--- src/rtl/axi_ar_arbiter_ctrl.sv ---
`default_nettype none
// ============================================================================
// Module      : axi_ar_arbiter_ctrl
// Description : Round-robin arbiter for one AXI read-address channel, gated by
//               memory calibration and capped on bursts in flight.
// Revision    : 1.0 - initial release
// ============================================================================
module axi_ar_arbiter_ctrl #(
    parameter int NUM_REQ         = 4,
    parameter int ADDR_W          = 32,
    parameter int LEN_W           = 8,
    parameter int ID_W            = 3,
    parameter int MAX_OUTSTANDING = 8,
    parameter int SETTLE_CYCLES   = 16
) (
    input  logic                      clk,
    input  logic                      reset,
    input  logic                      init_calib_complete,
    input  logic [NUM_REQ-1:0]        req_valid,
    input  logic [NUM_REQ*ADDR_W-1:0] req_addr,
    input  logic [NUM_REQ*LEN_W-1:0]  req_len,
    output logic [NUM_REQ-1:0]        req_ready,
    output logic                      arvalid,
    input  logic                      arready,
    output logic [ADDR_W-1:0]         araddr,
    output logic [LEN_W-1:0]          arlen,
    output logic [ID_W-1:0]           arid,
    input  logic                      rvalid,
    input  logic                      rready,
    input  logic                      rlast,
    output logic                      ctrl_ready,
    output logic [7:0]                outstanding,
    output logic                      err_underflow
);

    localparam int CNT_W = (SETTLE_CYCLES > 1) ? $clog2(SETTLE_CYCLES) : 1;
    localparam logic [CNT_W-1:0] c_settle_last = CNT_W'(SETTLE_CYCLES - 1);
    localparam logic [7:0]       c_max_out     = 8'(MAX_OUTSTANDING);
    localparam logic [ID_W-1:0]  c_last_init   = ID_W'(NUM_REQ - 1);

    typedef enum logic [1:0] {
        S_WAIT_CAL = 2'd0,
        S_SETTLE   = 2'd1,
        S_IDLE     = 2'd2,
        S_ISSUE    = 2'd3
    } state_t;

    state_t             r_state;
    state_t             w_state_nxt;
    logic               r_cal_meta;
    logic               r_cal_s;
    logic [CNT_W-1:0]   r_settle_cnt;
    logic [ID_W-1:0]    r_last_grant;
    logic               r_arvalid;
    logic [ADDR_W-1:0]  r_araddr;
    logic [LEN_W-1:0]   r_arlen;
    logic [ID_W-1:0]    r_arid;
    logic [7:0]         r_outstanding;
    logic               r_err_underflow;

    logic               w_gnt_found;
    logic [ID_W-1:0]    w_gnt_idx;
    logic [NUM_REQ-1:0] w_gnt_onehot;
    logic [ADDR_W-1:0]  w_gnt_addr;
    logic [LEN_W-1:0]   w_gnt_len;
    logic               w_grant;
    logic               w_ar_hs;
    logic               w_r_last;

    always_ff @(posedge clk) begin
        if (!reset) begin
            r_cal_meta <= 1'b0;
            r_cal_s    <= 1'b0;
        end else begin
            r_cal_meta <= init_calib_complete;
            r_cal_s    <= r_cal_meta;
        end
    end

    // Two passes give the rotating priority: indices above the last grant
    // first, then wrap around to the low indices.
    always_comb begin
        w_gnt_found = 1'b0;
        w_gnt_idx   = '0;
        w_gnt_addr  = '0;
        w_gnt_len   = '0;
        for (int i = 0; i < NUM_REQ; i++) begin
            if (!w_gnt_found && req_valid[i] && (i > int'(r_last_grant))) begin
                w_gnt_found = 1'b1;
                w_gnt_idx   = ID_W'(i);
                w_gnt_addr  = req_addr[i*ADDR_W +: ADDR_W];
                w_gnt_len   = req_len[i*LEN_W +: LEN_W];
            end
        end
        for (int i = 0; i < NUM_REQ; i++) begin
            if (!w_gnt_found && req_valid[i] && (i <= int'(r_last_grant))) begin
                w_gnt_found = 1'b1;
                w_gnt_idx   = ID_W'(i);
                w_gnt_addr  = req_addr[i*ADDR_W +: ADDR_W];
                w_gnt_len   = req_len[i*LEN_W +: LEN_W];
            end
        end
        for (int i = 0; i < NUM_REQ; i++) begin
            w_gnt_onehot[i] = w_gnt_found && (w_gnt_idx == ID_W'(i));
        end
    end

    always_ff @(posedge clk) begin
        if (!reset) begin
            r_state <= S_WAIT_CAL;
        end else begin
            r_state <= w_state_nxt;
        end
    end

    always_comb begin
        w_state_nxt = r_state;
        w_grant     = 1'b0;
        case (r_state)
            S_WAIT_CAL: begin
                if (r_cal_s) begin
                    w_state_nxt = S_SETTLE;
                end
            end
            S_SETTLE: begin
                if (!r_cal_s) begin
                    w_state_nxt = S_WAIT_CAL;
                end else if (r_settle_cnt == c_settle_last) begin
                    w_state_nxt = S_IDLE;
                end
            end
            S_IDLE: begin
                if (!r_cal_s) begin
                    w_state_nxt = S_WAIT_CAL;
                end else if (w_gnt_found && (r_outstanding < c_max_out)) begin
                    w_grant     = 1'b1;
                    w_state_nxt = S_ISSUE;
                end
            end
            S_ISSUE: begin
                // A presented beat is never withdrawn, even if calibration drops.
                if (arready) begin
                    w_state_nxt = r_cal_s ? S_IDLE : S_WAIT_CAL;
                end
            end
            default: w_state_nxt = S_WAIT_CAL;
        endcase
    end

    assign w_ar_hs  = r_arvalid & arready;
    assign w_r_last = rvalid & rready & rlast;

    always_ff @(posedge clk) begin
        if (!reset) begin
            r_settle_cnt <= '0;
            r_last_grant <= c_last_init;
            r_arvalid    <= 1'b0;
            r_araddr     <= '0;
            r_arlen      <= '0;
            r_arid       <= '0;
        end else begin
            if (r_state == S_WAIT_CAL) begin
                r_settle_cnt <= '0;
            end else if (r_state == S_SETTLE) begin
                r_settle_cnt <= r_settle_cnt + CNT_W'(1);
            end
            if (w_grant) begin
                r_arvalid    <= 1'b1;
                r_araddr     <= w_gnt_addr;
                r_arlen      <= w_gnt_len;
                r_arid       <= w_gnt_idx;
                r_last_grant <= w_gnt_idx;
            end else if (w_ar_hs) begin
                r_arvalid <= 1'b0;
            end
        end
    end

    // Simultaneous issue and completion cancel; a completion with nothing in
    // flight is flagged rather than wrapping the count.
    always_ff @(posedge clk) begin
        if (!reset) begin
            r_outstanding   <= 8'd0;
            r_err_underflow <= 1'b0;
        end else begin
            if (w_ar_hs && !w_r_last) begin
                r_outstanding <= r_outstanding + 8'd1;
            end else if (w_r_last && !w_ar_hs) begin
                if (r_outstanding == 8'd0) begin
                    r_err_underflow <= 1'b1;
                end else begin
                    r_outstanding <= r_outstanding - 8'd1;
                end
            end
        end
    end

    assign req_ready     = w_grant ? w_gnt_onehot : '0;
    assign arvalid       = r_arvalid;
    assign araddr        = r_araddr;
    assign arlen         = r_arlen;
    assign arid          = r_arid;
    assign ctrl_ready    = (r_state == S_IDLE) || (r_state == S_ISSUE);
    assign outstanding   = r_outstanding;
    assign err_underflow = r_err_underflow;

endmodule
`default_nettype wire

--- config.mk ---
export PLATFORM = sky130hd
export DESIGN_NAME = axi_ar_arbiter_ctrl
export DESIGN_NICKNAME = d
export VERILOG_FILES = /design/src/rtl/axi_ar_arbiter_ctrl.sv
export SDC_FILE = /design/constraint.sdc
export NUM_CORES = 1
export LEC_CHECK = 0
export ABC_AREA = 1
export BUFFER_PORTS_ARGS = -buffer_cell sky130_fd_sc_hd__buf_2
export CAP_MARGIN = 20
export CORE_ASPECT_RATIO = 0.9
export CORE_UTILIZATION = 45
export CTS_BUF_LIST = sky130_fd_sc_hd__clkbuf_8 sky130_fd_sc_hd__clkbuf_16
export DETAILED_ROUTE_END_ITERATION = 8
export GPL_TIMING_DRIVEN = 1
export PLACE_DENSITY_LB_ADDON = 0.12
export REMOVE_ABC_BUFFERS = 1
export SLEW_MARGIN = 30
export SYNTH_ARGS = -nofsm -noshare
export SYNTH_HDL_FRONTEND = slang
export SYNTH_SLANG_ARGS = --single-unit
export TNS_END_PERCENT = 100
--- constraint.sdc ---
create_clock -name clk -period 1.9 [get_ports clk]
set_input_delay 0.19 -clock clk [delete_from_list [all_inputs] [get_ports clk]]
set_output_delay 0.19 -clock clk [all_outputs]
set_load 0.005 [all_outputs]
==> run summary, run 1 <==
Outcome - finished with violations
Failing checks - negative setup slack
Clock sinks - 62
CTS max path bufs - 2
CP startpoint kind - flop
Worst hold slack - 53.19 ps
Fin. Hold Viols - 0
Post-layout min period - 1997 ps
Core Util, Final - 63.97%
Final non-filler cell total - 1462
Setup WS post-layout - -96.90 ps
Synth-to-layout area growth - 38.83%
Max cap viols - 0
Overflow after GRT - 0
RSZ-0062 raised after global routing - yes
Latest clock arrival within the worst-skew pair - 340 ps
Final ANT Viol Nets - 0
Drt initial violations - 415
TritonCTS buffer count - 9
Initial antenna violation count - 1
Reg2reg setup slack - 30 ps
Share of layout cells above drive strength 1 - 27.21%
Synth warn - 0
Synth cell count leaders - nor2_1, nand2_1, inv_1, nand3_1, nand4_1
Initial core utilization - 46.08%
Worst slew pin tran - 554.4 ps
Largest family of logic cells by synthesized area - simple AND/OR/NAND/NOR gates
Mux cell area share after synthesis - 0%
Row count - 38
Total iterations of the first detailed-routing run - 8
HP Class - in -> reg
First-pass GRT wire length - 31190 um
Post-Place Cells - 1427
Gr usage total - 30.45%
CTS tree - yes
Wire length per cell - 13.39 um
Ys flop type - dfxtp_1
Clk pin slew, worst setup/hold paths - 50 ps
#FFs+latches synth - 62
Max Clock Freq - 0.5008 GHz
Simple logic cell fraction of the synthesized area - 53.21%
Max VDD drop - 0.0003759 V
Seq/Total Area, Yosys - 22.39%
Mapped cell area - 5543 sq um
Die height - 107.3 um
Synth area leaders - dfxtp_1, nor2_1, nand2_1, inv_1, nand4_1
Via count - 7322
FFs w/ async S/R, synth - 0%
Tcrit/Tclk final - 105.1%
Compound-gate portion of the synthesized area - 4.357%
Post-synth EDFFs - 0
Largest net degree at the start of global routing - 34
Synth Area in XOR/XNOR - 0.9481%
Die area - 12770 sq um
Final #Nets - 1478
Pwr/cell area - 491.8 nW/um^2
Core area - 12030 sq um
Gpl congestion - 0.8970
Crit Path Class - reg -> out
H-tree lvl count - 3
Vias per inst - 5.008
WL final - 19580 um
Critical Path RT - 1710 ps
Leakage - 4.569 nW
DP Wirelength - 13650 um
CP endpoint kind - output port
Adder-cell share of the synthesized area - 2.393%
Hold_buf cts - 0
Count leader, synth - nor2_1
I/O Pins - 229
Max_slew headroom - 62.81%
Die X - 119.0 um
Leading area contributor after synthesis - dfxtp_1
CP max FO - 5
Post-Syn Area per Cell - 5.249 sq um
Top-area cell type share of the netlist area - 22.39%
Remaining DRCs - 0
Vias in the first global route - 6605
Unique masters post-synth - 29
Post-Syn Instances - 1056
Final setup fails - 3
Clock Root Buffer - clkbuf_16
IO buf count - 227
Clk_skew - 7.352 ps
Pins over their slew limit - 0
CP arrival - 1810 ps
[per-stage QoR]
step | TNS, ps | setup slack, ps | power [W] | area [sq um]
floorplan | -45140 | -998.2 | 0.001697 | 5236
global placement | -235.5 | -126.6 | 0.002086 | 7053
detailed placement | -380.1 | -154.1 | 0.002089 | 7053
CTS | -15.88 | -14.53 | 0.003782 | 7470
global route | -728.0 | -197.6 | 0.003964 | 7695
finish | -221.1 | -96.90 | 0.003784 | 7695
[what timing repair did]
item | 4_1_cts | 5_1_grt
setup endpoints to repair | 8 | 19
pin swaps | 4 | 20
resized for setup | 15 | 36
buffers inserted | 9 | 10
[state kept, by name, indices dropped and copies added (netlist names)]
register       count
arlen              8
r_cal_meta         1
arvalid            1
r_last_grant       2
araddr            32
arid               2
r_state            2
outstanding        8
err_underflow      1
r_settle_cnt       4
r_cal_s            1
[where the power goes]
| part | total (W) | leakage (nW) | internal (W) | switching [W] |
|---|---|---|---|---|
| logic | 0.000784 | 3.94 | 0.000342 | 0.000442 |
| clock network | 0.00167 | 0.133 | 0.00104 | 0.000626 |
| registers | 0.00133 | 0.501 | 0.00131 | 0.0000180 |
| total | 0.00378 | 4.57 | 0.00270 | 0.00109 |
[path summary, 6_finish.rpt]
check / end / cells past startpoint / from
max reg2reg: outstanding[6] / 14 / arvalid
max: req_ready[3] / 9 / r_last_grant[1]
min reg2reg: r_cal_s / 2 / r_cal_meta
min: r_cal_meta / 3 / init_calib_complete
[worst max-delay path, stage by stage, from the launching register on]
cell	delay, ps
dfxtp_4	370
nand2_2	80
nand2_4	110
nand4_1	210
nor2_4	180
nand3_2	110
nand2_2	120
nand2_2	80
nor2_2	100
buf_2	120
[placed cells by master (no fill, tap or decap), types with 2 or more instances in the layout]
cell type,instances
nor2_1,263
nand2_1,254
buf_2,227
inv_1,156
nand3_1,78
nand4_1,73
dfxtp_1,59
buf_4,58
o21ai_0,22
a21oi_1,20
clkbuf_16,9
buf_12,9
nand2_2,7
inv_2,6
nor2_2,6
xor2_1,5
ha_1,5
nor2_4,4
nand3_2,4
nor3_1,4
ha_4,4
clkinvlp_4,4
nand2_4,3
nor3_2,3
nand3_4,2
o21ai_1,2
dfxtp_4,2
[cells by family after synthesis]
group | Yosys count
buf+inv | 228
xor+xnor | 6
other cells | 1
fa+ha+maj | 10
compound gates | 47
simple gates | 702
flops | 62
[routing by layer]
layer | part of all wire (%) | routed length, um | track usage (%)
met1 | 42 | 8298 | 36.33
met2 | 46 | 9066 | 52.45
met3 | 8.6 | 1675 | 7.521
met5 | 0 | 0 | 0
met4 | 2.7 | 535 | 11.93
[area by class of cell]
type	count	area, sq um
repair buffers	294	1752
clock inverters	5	60.06
multi-input cells	766	3568
fillers	1222	4334
diodes	1	2.502
clock buffers	10	239.0
inverters	164	623.1
well taps	160	200.2
flip-flops and latches	62	1250
No activity file was read; power rests on OpenSTA's default activity.
==> run 2: changes to the inputs <==
==> constraint.sdc (replaced) <==
create_clock -name clk -period 1.9 [get_ports clk]
set_input_delay 0.38 -clock clk [delete_from_list [all_inputs] [get_ports clk]]
set_output_delay 0.38 -clock clk [all_outputs]
set_load 0.005 [all_outputs]
==> run 2 against run 1 <==
Against the previous run:
- the run still ends with negative setup slack left
- utilization up 3.7 points
- first-iteration DRC count up 63%
- wire length up 6.5%
- clock power up 11%
- global-route usage down 0.74 points
- register-to-register slack worse by 60 ps
- final area up 5.7%
- combinational power up 5.9%
- via count up 2.4%
- hold slack better by 180 ps
==> run summary, run 2 (synthesis results as in run 1) <==
Outcome - finished with violations
Failing checks - negative setup slack
Pwr/cell area - 493.0 nW/um^2 (+0.24%)
Final ANT Viol Nets - 0 (unchanged)
DP Wirelength - 13480 um (-1.2%)
Die X - 119.0 um (unchanged)
Clk pin slew, worst setup/hold paths - 60 ps (about the same)
Die height - 107.3 um (unchanged)
Clock Root Buffer - clkbuf_16
Gr usage total - 29.71% (-0.74 points)
CP arrival - 1770 ps (-40 ps)
Pins over their slew limit - 0 (unchanged)
Hold wc startpoint - init_calib_complete
Final setup fails - 7 (+4)
WL final - 20850 um (+6.5%)
Fin. Hold Viols - 0 (unchanged)
Min-Delay Endpoint - r_cal_meta
Initial antenna violation count - 1 (unchanged)
Most frequent cells in the layout - nor2_1, nand2_1, buf_2, inv_1, nand3_1
Largest net degree at the start of global routing - 41 (+21%)
Share of layout cells above drive strength 1 - 29.38% (+2.2 points)
HP Class - in -> reg
Leakage - 4.759 nW (+4.2%)
Via count - 7497 (+2.4%)
Tcrit/Tclk final - 113.2% (+8.1 points)
Core Util, Final - 67.64% (+3.7 points)
Reg2reg path depth - 16 (+2)
Vias in the first global route - 6426 (-2.7%)
I/O Pins - 229 (unchanged)
Worst slack at placement - -260.2 ps (-106.1 ps)
Initial core utilization - 46.08% (unchanged)
First-pass GRT wire length - 30280 um (-2.9%)
Setup WS post-layout - -249.9 ps (-153.0 ps)
Post-layout min period - 2150 ps (+153.0 ps)
CP startpoint kind - flop
RR Startpoint - r_last_grant[1]
Area of the multi-input gates - 3656 sq um (+2.5%)
Core area - 12030 sq um (unchanged)
Clock sinks - 62 (unchanged)
Max VDD drop - 0.0004065 V (+8.1%)
Max Clock Freq - 0.4651 GHz (-7.1%)
Worst slew pin tran - 596.5 ps (+42.14 ps)
CP endpoint kind - output port
RSZ-0062 raised after global routing - yes
H-tree lvl count - 3 (unchanged)
Max_slew headroom - 59.99% (-2.8 points)
Max cap viols - 0 (unchanged)
Dpl cell area - 7138 sq um (+1.2%)
Sequential power share - 33.3% (-1.9 points)
Row count - 38 (unchanged)
Fin area - 8137 sq um (+5.7%)
Reg2reg setup slack - -30 ps (-60 ps)
R2R Path End - arlen[0]
Comb power frac - 20.7% (about the same)
IO buf count - 227 (unchanged)
Sequential Area - 1250 sq um (unchanged)
Total iterations of the first detailed-routing run - 6 (-2)
Largest register FFs - 32 (unchanged)
CTS tree - yes
Overflow after GRT - 0 (unchanged)
Critical Path RT - 1520 ps (-190 ps)
Clock share of power - 46.0% (+1.9 points)
Psw - 0.001160 W (+6.9%)
Final #Nets - 1493 (+1.0%)
Sw Share - 28.93% (+0.25 points)
Gpl congestion - 0.9164 (+2.2%)
CTS max path bufs - 2 (unchanged)
Latest clock arrival within the worst-skew pair - 340 ps (about the same)
Vias per inst - 5.072 (+1.3%)
Remaining DRCs - 0 (unchanged)
Drt initial violations - 677 (+63%)
Wire length per cell - 14.11 um (+5.3%)
Clk_skew - 5.580 ps (-1.772 ps)
Synth-to-layout area growth - 46.79%
Commonest non-fill, non-tap cell in the layout - nor2_1
Hold path cells - 3 (unchanged)
Fillers - 1173 (-4.0%)
Internal - 0.002851 W (+5.6%)
Die area - 12770 sq um (unchanged)
Crit Path Class - reg -> out
TritonCTS buffer count - 9 (unchanged)
CP max FO - 4 (-1)
## run 2: through the flow
stage	instances	setup TNS [ps]	hold slack [ps]	power, W
final	1478	-822.9	231.8	0.004011
after global routing	1478	-2775	239.0	0.004179
after CTS	1459	-585.2	222.6	0.003970
after detailed placement	1435	-1011	423.5	0.002100
after global placement	1435	-874.7	401.8	0.002100
after floorplan	992	-45980	390.0	0.001697
## run 2: cell type report
class,instances,share of cell area (%)
antenna,1,0.03076
clock buffer,9,2.768
clock inverter,7,1.276
inverter,164,7.658
multi-input combinational,766,44.93
sequential,62,15.36
tap,160,2.460
timing repair buffer,309,25.51
## run 2: routing by layer
layer	wire length, um	GRT usage, %	part of all wire, %
met5	0	0	0
met4	524	10.40	2.5
met3	1768	7.150	8.5
met2	9865	50.42	47
met1	8691	36.61	42
## run 2: worst max-delay path by stage
stage	slack, ps	to	startpoint
6_report	-250	req_ready[2]	r_last_grant[1]
5_1_grt	-300	req_ready[2]	r_last_grant[1]
4_1_cts	-170	req_ready[2]	r_last_grant[1]
3_5_place_dp	-260	outstanding[7]	arready
3_3_place_gp	-230	outstanding[7]	arready
2_1_floorplan	-1000	araddr[0]	r_last_grant[1]
## run 2: worst max-delay path, stage by stage, from the launching register on
cell	delay, ps
dfxtp_4	370
nor2_4	140
nand2_4	80
buf_6	130
nand3_4	100
nand2_4	60
nor2_4	130
nand2_2	80
nor3_2	180
buf_2	140
## run 2: power by group through the flow
stage          combinational, W  clock [W]  sequential (W)
3_5_place_dp           0.000739          0         0.00136
2_1_floorplan          0.000338          0         0.00136
5_1_grt                0.000912    0.00193         0.00134
4_1_cts                0.000758    0.00188         0.00133
6_report               0.000830    0.00185         0.00133
3_3_place_gp           0.000739          0         0.00136
## run 2: repair_timing
item / CTS / global route
gates cloned: 0 / 6
setup buffers: 8 / 15
resized for setup: 21 / 74
hold buffers: 0 / 0
setup endpoints to repair: 8 / 48
pin swaps: 13 / 39
==> run 3: changes to the inputs <==
- BUFFER_PORTS_ARGS: -buffer_cell sky130_fd_sc_hd__buf_2 -> -buffer_cell sky130_fd_sc_hd__buf_4
- CTS_BUF_LIST: sky130_fd_sc_hd__clkbuf_8 sky130_fd_sc_hd__clkbuf_16 -> unset
==> run 3 against run 2 <==
Against the previous run:
- critical endpoint unchanged
- via count increased by 0.24%
- the flow still finishes with violations (negative setup slack)
- count of clock-buffer cells in the layout increased by 1
- wire length shrank 0.90%
- sequential share of layout area decreased by 0.77 points
- critical path type unchanged
- register-to-register slack got worse by 80 ps
- clock skew barely moved
- utilization up 3.4 points
==> run summary, run 3 (synthesis results as in run 1) <==
Tcrit/Tclk final - 114.3% (+1.1 points)
Metal3 WL - 1670 um (-5.5%)
Sequential power share - 33.8% (+0.5 points)
TritonCTS buffer count - 9 (unchanged)
DP Wirelength - 13520 um (+0.27%)
Latest clock arrival within the worst-skew pair - 340 ps (about the same)
Gpl congestion - 0.8718 (-4.9%)
First-pass GRT wire length - 31750 um (+4.8%)
Gr usage total - 31.04% (+1.3 points)
Sequential Area - 1247 sq um (-0.20%)
Worst slew pin tran - 530.7 ps (-65.82 ps)
Largest register FFs - 32 (unchanged)
WL met2 - 9733 um (-1.3%)
Die height - 107.3 um (unchanged)
Synth-to-layout area growth - 54.24%
CP arrival - 1790 ps (+20 ps)
Fin area - 8549 sq um (+5.1%)
Max cap viols - 0 (unchanged)
Critical Path RT - 1520 ps (about the same)
Vias per inst - 5.067 (about the same)
Area of the multi-input gates - 3593 sq um (-1.7%)
Failing checks - negative setup slack
Worst slack at placement - -279.7 ps (-19.51 ps)
Comb power frac - 24.8% (+4.1 points)
Initial core utilization - 46.08% (unchanged)
IO buf count - 227 (unchanged)
Max_slew headroom - 64.62% (+4.6 points)
Vias in the first global route - 6745 (+5.0%)
CTS max path bufs - 2 (unchanged)
Die X - 119.0 um (unchanged)
Clock sinks - 62 (unchanged)
Crit path launch - r_last_grant[1]
Max layer used - met4
WL final - 20660 um (-0.90%)
H-tree lvl count - 3 (unchanged)
Commonest non-fill, non-tap cell in the layout - buf_4
Most frequent cells in the layout - buf_4, nor2_1, nand2_1, inv_1, nand3_1
Initial antenna violation count - 0 (-1)
Die area - 12770 sq um (unchanged)
HP Class - in -> reg
Slowest cell on crit path - dfxtp_4
Hold wc startpoint - init_calib_complete
Fillers - 1104 (-5.9%)
Fin. Hold Viols - 0 (unchanged)
Via count - 7515 (+0.24%)
Final setup fails - 7 (unchanged)
Clock Root Buffer - clkbuf_16
CP startpoint kind - flop
Clk_skew - 5.441 ps (-0.1392 ps)
Final ANT Viol Nets - 0 (unchanged)
Worst path cell trace - nand2_2, nand2_4, nand4_1, nor2_2, o21ai_2, nand3_2, inv_2, nor3_2, buf_4
Leakage - 4.879 nW (+2.5%)
Sw Share - 28.27% (-0.66 points)
RSZ-0062 raised after global routing - yes
CP endpoint kind - output port
Row count - 38 (unchanged)
M1 WL - 8702 um (+0.13%)
Share of layout cells above drive strength 1 - 28.72% (-0.66 points)
Crit Path Class - reg -> out
RR Startpoint - arvalid
Total iterations of the first detailed-routing run - 5 (-1)
Setup WS post-layout - -271.6 ps (-21.75 ps)
Clk pin slew, worst setup/hold paths - 60 ps (about the same)
Max Clock Freq - 0.4605 GHz (-1.0%)
Dpl cell area - 7656 sq um (+7.3%)
Internal - 0.002838 W (-0.45%)
Max VDD drop - 0.0004645 V (+14%)
Number of diodes - 0 (-1)
Pins over their slew limit - 0 (unchanged)
Psw - 0.001119 W (-3.6%)
Hold_buf cts - 0 (unchanged)
Pwr/cell area - 462.8 nW/um^2 (-6.1%)
Outcome - finished with violations
Drt initial violations - 643 (-5.0%)
Overflow after GRT - 0 (unchanged)
I/O Pins - 229 (unchanged)
Post-layout min period - 2172 ps (+21.75 ps)
CTS tree - yes
Largest net degree at the start of global routing - 41 (unchanged)
Final #Nets - 1499 (+0.40%)
Crit path largest cell delay - 370 ps (about the same)
CP max FO - 4 (unchanged)
Core area - 12030 sq um (unchanged)
Remaining DRCs - 0 (unchanged)
Clock share of power - 41.4% (-4.6 points)
Wire length per cell - 13.93 um (-1.2%)
## run 3: changes by cell type in the layout (fill, tap and decap cells not counted), sizes merged
cell and delta:
buf +7, inv -5, clkinvlp +3, clkinv +2, bufinv -1, diode -1
## run 3: cell type report
cell class / count / area share (%)
multi-input combinational: 766 / 42.03
timing repair buffer: 315 / 30.31
sequential: 62 / 14.59
inverter: 164 / 7.317
clock buffer: 10 / 2.678
tap: 160 / 2.342
clock inverter: 6 / 0.7317
## run 3: final timing paths
| kind | to | slack (ps) | cells past startpoint |
|---|---|---|---|
| max | req_ready[2] | -270 | 9 |
| min | r_cal_meta | 230 | 3 |
| max reg2reg | outstanding[6] | -110 | 15 |
| min reg2reg | r_cal_s | 410 | 2 |
## run 3: power groups by stage
stage / clock (W) / sequential [W] / combinational, W
after floorplan: 0 / 0.00136 / 0.000338
after global placement: 0 / 0.00136 / 0.000841
after detailed placement: 0 / 0.00136 / 0.000843
after CTS: 0.00166 / 0.00133 / 0.000899
after global routing: 0.00172 / 0.00134 / 0.00107
final: 0.00164 / 0.00134 / 0.000982
## run 3: metal layers
| layer | track usage, % | vias to the layer above |
|---|---|---|
| met4 | 11.39 | 0 |
| met3 | 7.362 | 47 |
| met5 | 0 | - |
| met2 | 52.99 | 357 |
| li1 | - | 3780 |
| met1 | 37.90 | 3331 |
## run 3: repair_timing
item                                    CTS  global route
gates cloned                              0             5
pin swaps                                 8            25
endpoints found under the setup margin    7            46
setup buffers                            17            11
gates resized for setup                  17            52
## run 3: worst max-delay path: cells and delay by family (launching register included)
family                 cells  cell delay (ps)
buffers and inverters      2              190
AOI/OAI and AO/OA          1               90
DFF                        1              370
and+or+nand+nor            6              790
## run 3: through the flow
stage | power (W) | cells | util, % | hold WS (ps) | setup TNS, ps
final | 0.003957 | 1483 | 71.07 | 234.0 | -1193
after global routing | 0.004133 | 1483 | 71.07 | 249.2 | -2614
after CTS | 0.003895 | 1468 | 67.52 | 222.4 | -619.0
after detailed placement | 0.002205 | 1435 | 63.65 | 401.7 | -1029
after global placement | 0.002202 | 1435 | 63.65 | 400.5 | -896.4
after floorplan | 0.001697 | 992 | - | 390.0 | -45980
